## src/rtl/hk_readback_ctrl.sv

```systemverilog
`default_nettype none
// ============================================================================
// Module      : hk_readback_ctrl
// Description : Housekeeper readback controller. Meters a programmed number of
//               sfifo bytes toward the ft245sff write side, flipping the FT245
//               FSM into write mode for the duration of the burst.
//               Optional inactivity timeout: define HK_RDBK_TIMEOUT_EN.
// Revision    : 1.0 - initial release
// ============================================================================
module hk_readback_ctrl #(
    parameter logic [23:0] ADDR_COUNT  = 24'h000003,
    parameter int unsigned TURN_CYCLES = 2
`ifdef HK_RDBK_TIMEOUT_EN
    ,
    parameter logic [23:0] ADDR_TMO    = 24'h000004,
    parameter int unsigned TMO_WIDTH   = 24
`endif
) (
    input  logic        Clk,
    input  logic        ARstn,
    input  logic        CfgValid,
    input  logic [23:0] CfgAddr,
    input  logic [31:0] CfgData,
    input  logic        FifoEmpty,
    input  logic [7:0]  FifoRData,
    output logic        FifoRen,
    output logic [7:0]  WrData,
    input  logic        RdyWr,
    output logic        RWn,
    output logic        Busy,
    output logic [31:0] Remaining,
    output logic        Done,
    output logic        TimedOut
);

    localparam int unsigned TURN_W = (TURN_CYCLES > 1) ? $clog2(TURN_CYCLES) : 1;

    typedef enum logic [1:0] {
        S_IDLE = 2'd0,
        S_TURN = 2'd1,
        S_XFER = 2'd2
    } state_t;

    state_t             state_q, state_d;
    logic [TURN_W-1:0]  turn_q, turn_d;
    logic [31:0]        rem_q, rem_d;
    logic               rwn_q, busy_q, done_q, done_d, timedout_q;

    logic               w_cnt_wr;
    logic               w_cnt_zero;
    logic               w_ren;
    logic               w_tmo_hit;

    assign w_cnt_wr   = CfgValid && (CfgAddr == ADDR_COUNT);
    assign w_cnt_zero = (CfgData == 32'd0);
    assign w_ren      = (state_q == S_XFER) && !FifoEmpty && RdyWr && (rem_q != 32'd0);

`ifdef HK_RDBK_TIMEOUT_EN
    logic [TMO_WIDTH-1:0] tmo_reg_q, tmo_cnt_q;
    logic                 w_tmo_wr;

    assign w_tmo_wr  = CfgValid && (CfgAddr == ADDR_TMO);
    // Any config write in the same cycle restarts the inactivity window instead.
    assign w_tmo_hit = (state_q == S_XFER) && !w_ren && !w_cnt_wr && !w_tmo_wr
                       && (tmo_reg_q != '0)
                       && ((tmo_cnt_q + TMO_WIDTH'(1)) == tmo_reg_q);

    always_ff @(posedge Clk or negedge ARstn) begin
        if (!ARstn) begin
            tmo_reg_q <= '0;
            tmo_cnt_q <= '0;
        end else begin
            if (w_tmo_wr) begin
                tmo_reg_q <= CfgData[TMO_WIDTH-1:0];
            end
            if (w_tmo_wr || w_cnt_wr || w_ren || w_tmo_hit) begin
                tmo_cnt_q <= '0;
            end else if ((state_q == S_XFER) && (tmo_reg_q != '0)) begin
                tmo_cnt_q <= tmo_cnt_q + TMO_WIDTH'(1);
            end
        end
    end
`else
    assign w_tmo_hit = 1'b0;
`endif

    always_comb begin
        state_d = state_q;
        turn_d  = turn_q;
        rem_d   = rem_q;
        done_d  = 1'b0;
        case (state_q)
            S_IDLE: begin
                if (w_cnt_wr) begin
                    rem_d = CfgData;
                    if (!w_cnt_zero) begin
                        state_d = S_TURN;
                        turn_d  = '0;
                    end
                end
            end
            S_TURN: begin
                if (w_cnt_wr && w_cnt_zero) begin
                    rem_d   = 32'd0;
                    state_d = S_IDLE;
                end else begin
                    if (w_cnt_wr) begin
                        rem_d = CfgData;
                    end
                    if (turn_q == TURN_W'(TURN_CYCLES - 1)) begin
                        state_d = S_XFER;
                    end else begin
                        turn_d = turn_q + TURN_W'(1);
                    end
                end
            end
            S_XFER: begin
                // A reload overrides the decrement of a read in the same cycle.
                if (w_cnt_wr && w_cnt_zero) begin
                    rem_d   = 32'd0;
                    state_d = S_IDLE;
                end else if (w_cnt_wr) begin
                    rem_d = CfgData;
                end else if (w_ren) begin
                    rem_d = rem_q - 32'd1;
                    if (rem_q == 32'd1) begin
                        state_d = S_IDLE;
                        done_d  = 1'b1;
                    end
                end else if (w_tmo_hit) begin
                    state_d = S_IDLE;
                end
            end
            default: begin
                state_d = S_IDLE;
            end
        endcase
    end

    always_ff @(posedge Clk or negedge ARstn) begin
        if (!ARstn) begin
            state_q    <= S_IDLE;
            turn_q     <= '0;
            rem_q      <= 32'd0;
            rwn_q      <= 1'b1;
            busy_q     <= 1'b0;
            done_q     <= 1'b0;
            timedout_q <= 1'b0;
        end else begin
            state_q    <= state_d;
            turn_q     <= turn_d;
            rem_q      <= rem_d;
            rwn_q      <= (state_d == S_IDLE);
            busy_q     <= (state_d != S_IDLE);
            done_q     <= done_d;
            timedout_q <= w_tmo_hit;
        end
    end

    assign FifoRen   = w_ren;
    assign WrData    = FifoRData;
    assign RWn       = rwn_q;
    assign Busy      = busy_q;
    assign Remaining = rem_q;
    assign Done      = done_q;
    assign TimedOut  = timedout_q;

endmodule
`default_nettype wire

```

## config.mk

```make
export PLATFORM = sky130hd
export DESIGN_NAME = hk_readback_ctrl
export DESIGN_NICKNAME = d
export VERILOG_FILES = /design/src/rtl/hk_readback_ctrl.sv
export SDC_FILE = /design/constraint.sdc
export NUM_CORES = 1
export LEC_CHECK = 0
export ABC_AREA = 0
export CAP_MARGIN = 30
export CORE_MARGIN = 2
export CORE_UTILIZATION = 30
export CTS_CLUSTER_DIAMETER = 80
export CTS_CLUSTER_SIZE = 12
export DETAILED_ROUTE_END_ITERATION = 8
export PLACE_DENSITY = 0.63
export SLEW_MARGIN = 20
export SYNTH_ARGS = -nofsm -noshare
export SYNTH_HDL_FRONTEND = slang
export SYNTH_SLANG_ARGS = --single-unit
```

## constraint.sdc

```tcl
create_clock -name Clk -period 2.8 [get_ports Clk]
set_clock_uncertainty 0.1 [all_clocks]
set_input_delay 0.28 -clock Clk [delete_from_list [all_inputs] [get_ports Clk]]
set_output_delay 0.28 -clock Clk [all_outputs]
set_load 0.005 [all_outputs]
```

==> results.yml <==
global_routing:
  grt_pass1_wl_um: 18100
  grt_busiest_layer: "met2"
  overflow: 0
  grt_pass1_vias: 3469
  met2_usage_pct: 32.8
  antenna_found_initial: 0
  grt_max_degree: 39
  grtUsageMet1_pct: 28.1
  grt_usage_pct: 20.3
  met3_usage_pct: 3.83
pwr:
  max-vdd-ir-drop_v: 0.000201
  leakage_nw: 2.01
  p_per_area_mw_per_mm2: 231
  total_power_w: 0.00110
layout:
  synthToLayoutAreaGrowth_pct: 53.9
  stdcell_area_mm2: 0.00475
  num_antenna_cells: 0
  final_nets: 565
  fin_util_pct: 46.9
  drive_gt1_share_pct: 26.5
synthesis:
  synth_fp_nets: 413
  ys_seq_elements: 38
  synth_warnings: 0
  synth_top_area_share_pct: 30.0
  synthFlopType: "dfrtp_1"
  synth_edf_count: 0
  synth_mux_area_share_pct: 2.27
  synth_top_area_cell: "dfrtp_1"
  synth_cell_types: 71
  yosysSeqAreaShare_pct: 30.8
  synth_top_family_by_area: "compound AO/OA/AOI/OAI gates"
  synth_compound_area_share_pct: 29.5
  synthSimpleGateAreaFrac_pct: 27.3
  synth_area_mm2: 0.00309
  synthAdderAreaFrac_pct: 2.84
  syn_inst: 337
  synthArstFlopShare_pct: 100
  netlist_top_cells_area: "dfrtp_1 (30%), nor2_1 (4.1%), nor4_1 (4.1%)"
  synth.avg_cell_area_um2: 9.16
  synth_xor_xnor_area_share_pct: 0.284
setup_path:
  cpPeakStageDelay_ps: 560
  worst-setup-path-type: "flip-flop to primary output"
  critical_path.startpoint_type: "flip-flop"
  path_max_fanout: 2
  crit_path_start: "Remaining[16]"
  r2r-start: "Remaining[6]"
  arrival_ps: 2360
  cp.required_ps: 2420
  path_cells: "or4_4 -> nor4_4 -> and4_1 -> buf_4 -> nor2_1 -> and2_1 -> dlygate4sd2_1"
  end_kind: "primary output"
  critPathSlowestCell: "or4_4"
detailed_routing:
  drtIter0Drc: 291
  drtAntennaViolNets: 0
  wl_um: 11600
  dr.pass1.iters: 5
  vias_per_cell: 5.75
  vias: 3602
  drc_errors: 0
  avgRoutedWirePerCell_um: 18.6
place:
  dpl_cell_area_mm2: 0.00459
  gp_congestion: 0.914
  port-buffer-count: 96
  hpwl_um: 8740
sta:
  fin_crit_sh_pct: 98.0
  slew_headroom_pct: 35.2
  whs_ps: 307
  min_period_ps: 2740
  hold_viol_final: 0
  worst_pin_slew_ps: 972
  setup_viol: 0
  rsz0062_at_grt: "true"
  fmax_mhz: 364
  slew_violations: 0
die:
  die_x_um: 105
  coreArea_mm2: 0.0101
  ios: 114
  die-area_mm2: 0.0111
  rows: 37
  start_util_pct: 30.4
  die_y_um: 105
clock_tree:
  cts_tree: "built"
  clk_latency_ps: 300
  h-tree-depth: 2
  path_clk_slew_ps: 80
  clockRootBuffer: "clkbuf_8"
  numCtsBuffers: 5
  cts.sinks: 38
  clk_path_buf_depth: 2
hold_path:
  hp-class: "input port to asynchronous set/reset pin"
run:
  maxCapViolCount: 0
run_status:
  status: "completed"
[cell families (layout without fill, tap and decap cells)]
logic type | Yosys count | count (layout)
buf+inv | 36 | 189
mux | 7 | 7
simple gates | 143 | 143
flops | 38 | 38
compound gates | 104 | 104
xor+xnor | 1 | 1
fa+ha+maj | 7 | 7
other cells | 1 | 1
[synth_stat cells (4+ instances only)]
cell type and n:
clkbuf_1 9, dfrtp_1 37, mux2i_1 7, o21ai_1 4, nor4_1 20, or4_1 6
a211o_1 6, a2bb2oi_2 6, a221oi_1 5, a31oi_1 12, ha_1 7, nand2_1 18
nand4_1 7, buf_4 9, nor3_1 16, nand3_1 7, o211ai_1 4, a41o_1 4
inv_1 10, a211oi_2 4, o221a_2 7, a31o_2 8, nor2_1 34, a21oi_1 15
[worst max-delay path: cells and delay by family (launching register included)]
| family | cells | cell delay [ps] |
|---|---|---|
| buf+inv | 2 | 370 |
| flops | 1 | 380 |
| simple gates | 5 | 1310 |
[state kept, by name, indices dropped and copies added, names as in the netlist]
signal,cells
Remaining,32
state_q,2
turn_q,1
Done,1
RWn,1
Busy,1
[layout make-up]
cell class              instances  area (µm²)
inverters                      10        37.5
flip-flops and latches         38         952
multi-input cells             263        1950
clock inverters                 1        5.00
clock buffers                   7        86.3
well taps                     136         170
repair buffers                171        1550
fillers                       983        5390
[where the power goes]
| part | leakage [nW] | switching, W | internal (W) | total (W) |
|---|---|---|---|---|
| logic | 1.44 | 0.0000441 | 0.0000875 | 0.000132 |
| registers | 0.521 | 0.000000333 | 0.000549 | 0.000549 |
| clock network | 0.0482 | 0.000218 | 0.000199 | 0.000417 |
[final timing paths]
check / end / slack, ps / cells past startpoint
worst max-delay path: FifoRen / 60 / 7
max in group asynchronous: Remaining[2] / 1830 / 3
worst max register to register: Remaining[27] / 80 / 7
worst min register to register: turn_q / 480 / 2
min in group Clk: WrData[0] / 460 / 0
worst min-delay path: Remaining[25] / 310 / 2
[layout by cell type (no fill, tap or decap), drive strengths merged, types with 5 or more instances in the layout]
cell type,n
nor4,24
o221a,7
nand2,18
a21oi,15
a211o,6
a221oi,6
inv,10
nor3,18
a31o,11
mux2i,7
nor2,35
buf,75
a2bb2oi,7
nand3,7
dfrtp,37
nand4,7
or4,8
ha,7
clkbuf,7
o21ai,6
a211oi,5
clkdlybuf4s50,94
a31oi,12
[per-layer routing]
| layer | routed length (µm) | share of wire [%] |
|---|---|---|
| met1 | 5180 | 45 |
| met2 | 5390 | 46 |
| met3 | 961 | 8.3 |
| met4 | 93 | 0.80 |
| met5 | 0 | 0 |
[through the flow]
step | setup WS, ps | setup TNS (ps) | instances
floorplan | 262 | 0 | 337
global placement | -44.6 | -51.9 | 614
detailed placement | 5.25 | 0 | 614
CTS | 62.6 | 0 | 623
global route | -12.1 | -12.1 | 626
finish | 56.3 | 0 | 626
[what timing repair did]
| action | 4_1_cts | 5_1_grt |
|---|---|---|
| buffers inserted | 1 | 1 |
| resized for setup | 4 | 1 |
| endpoints found under the setup margin | 1 | 5 |
| endpoints found under the hold margin | 0 | 11 |
| pin swaps | 3 | 0 |
| hold buffers | 0 | 1 |
(Power assumes the default switching activity.)
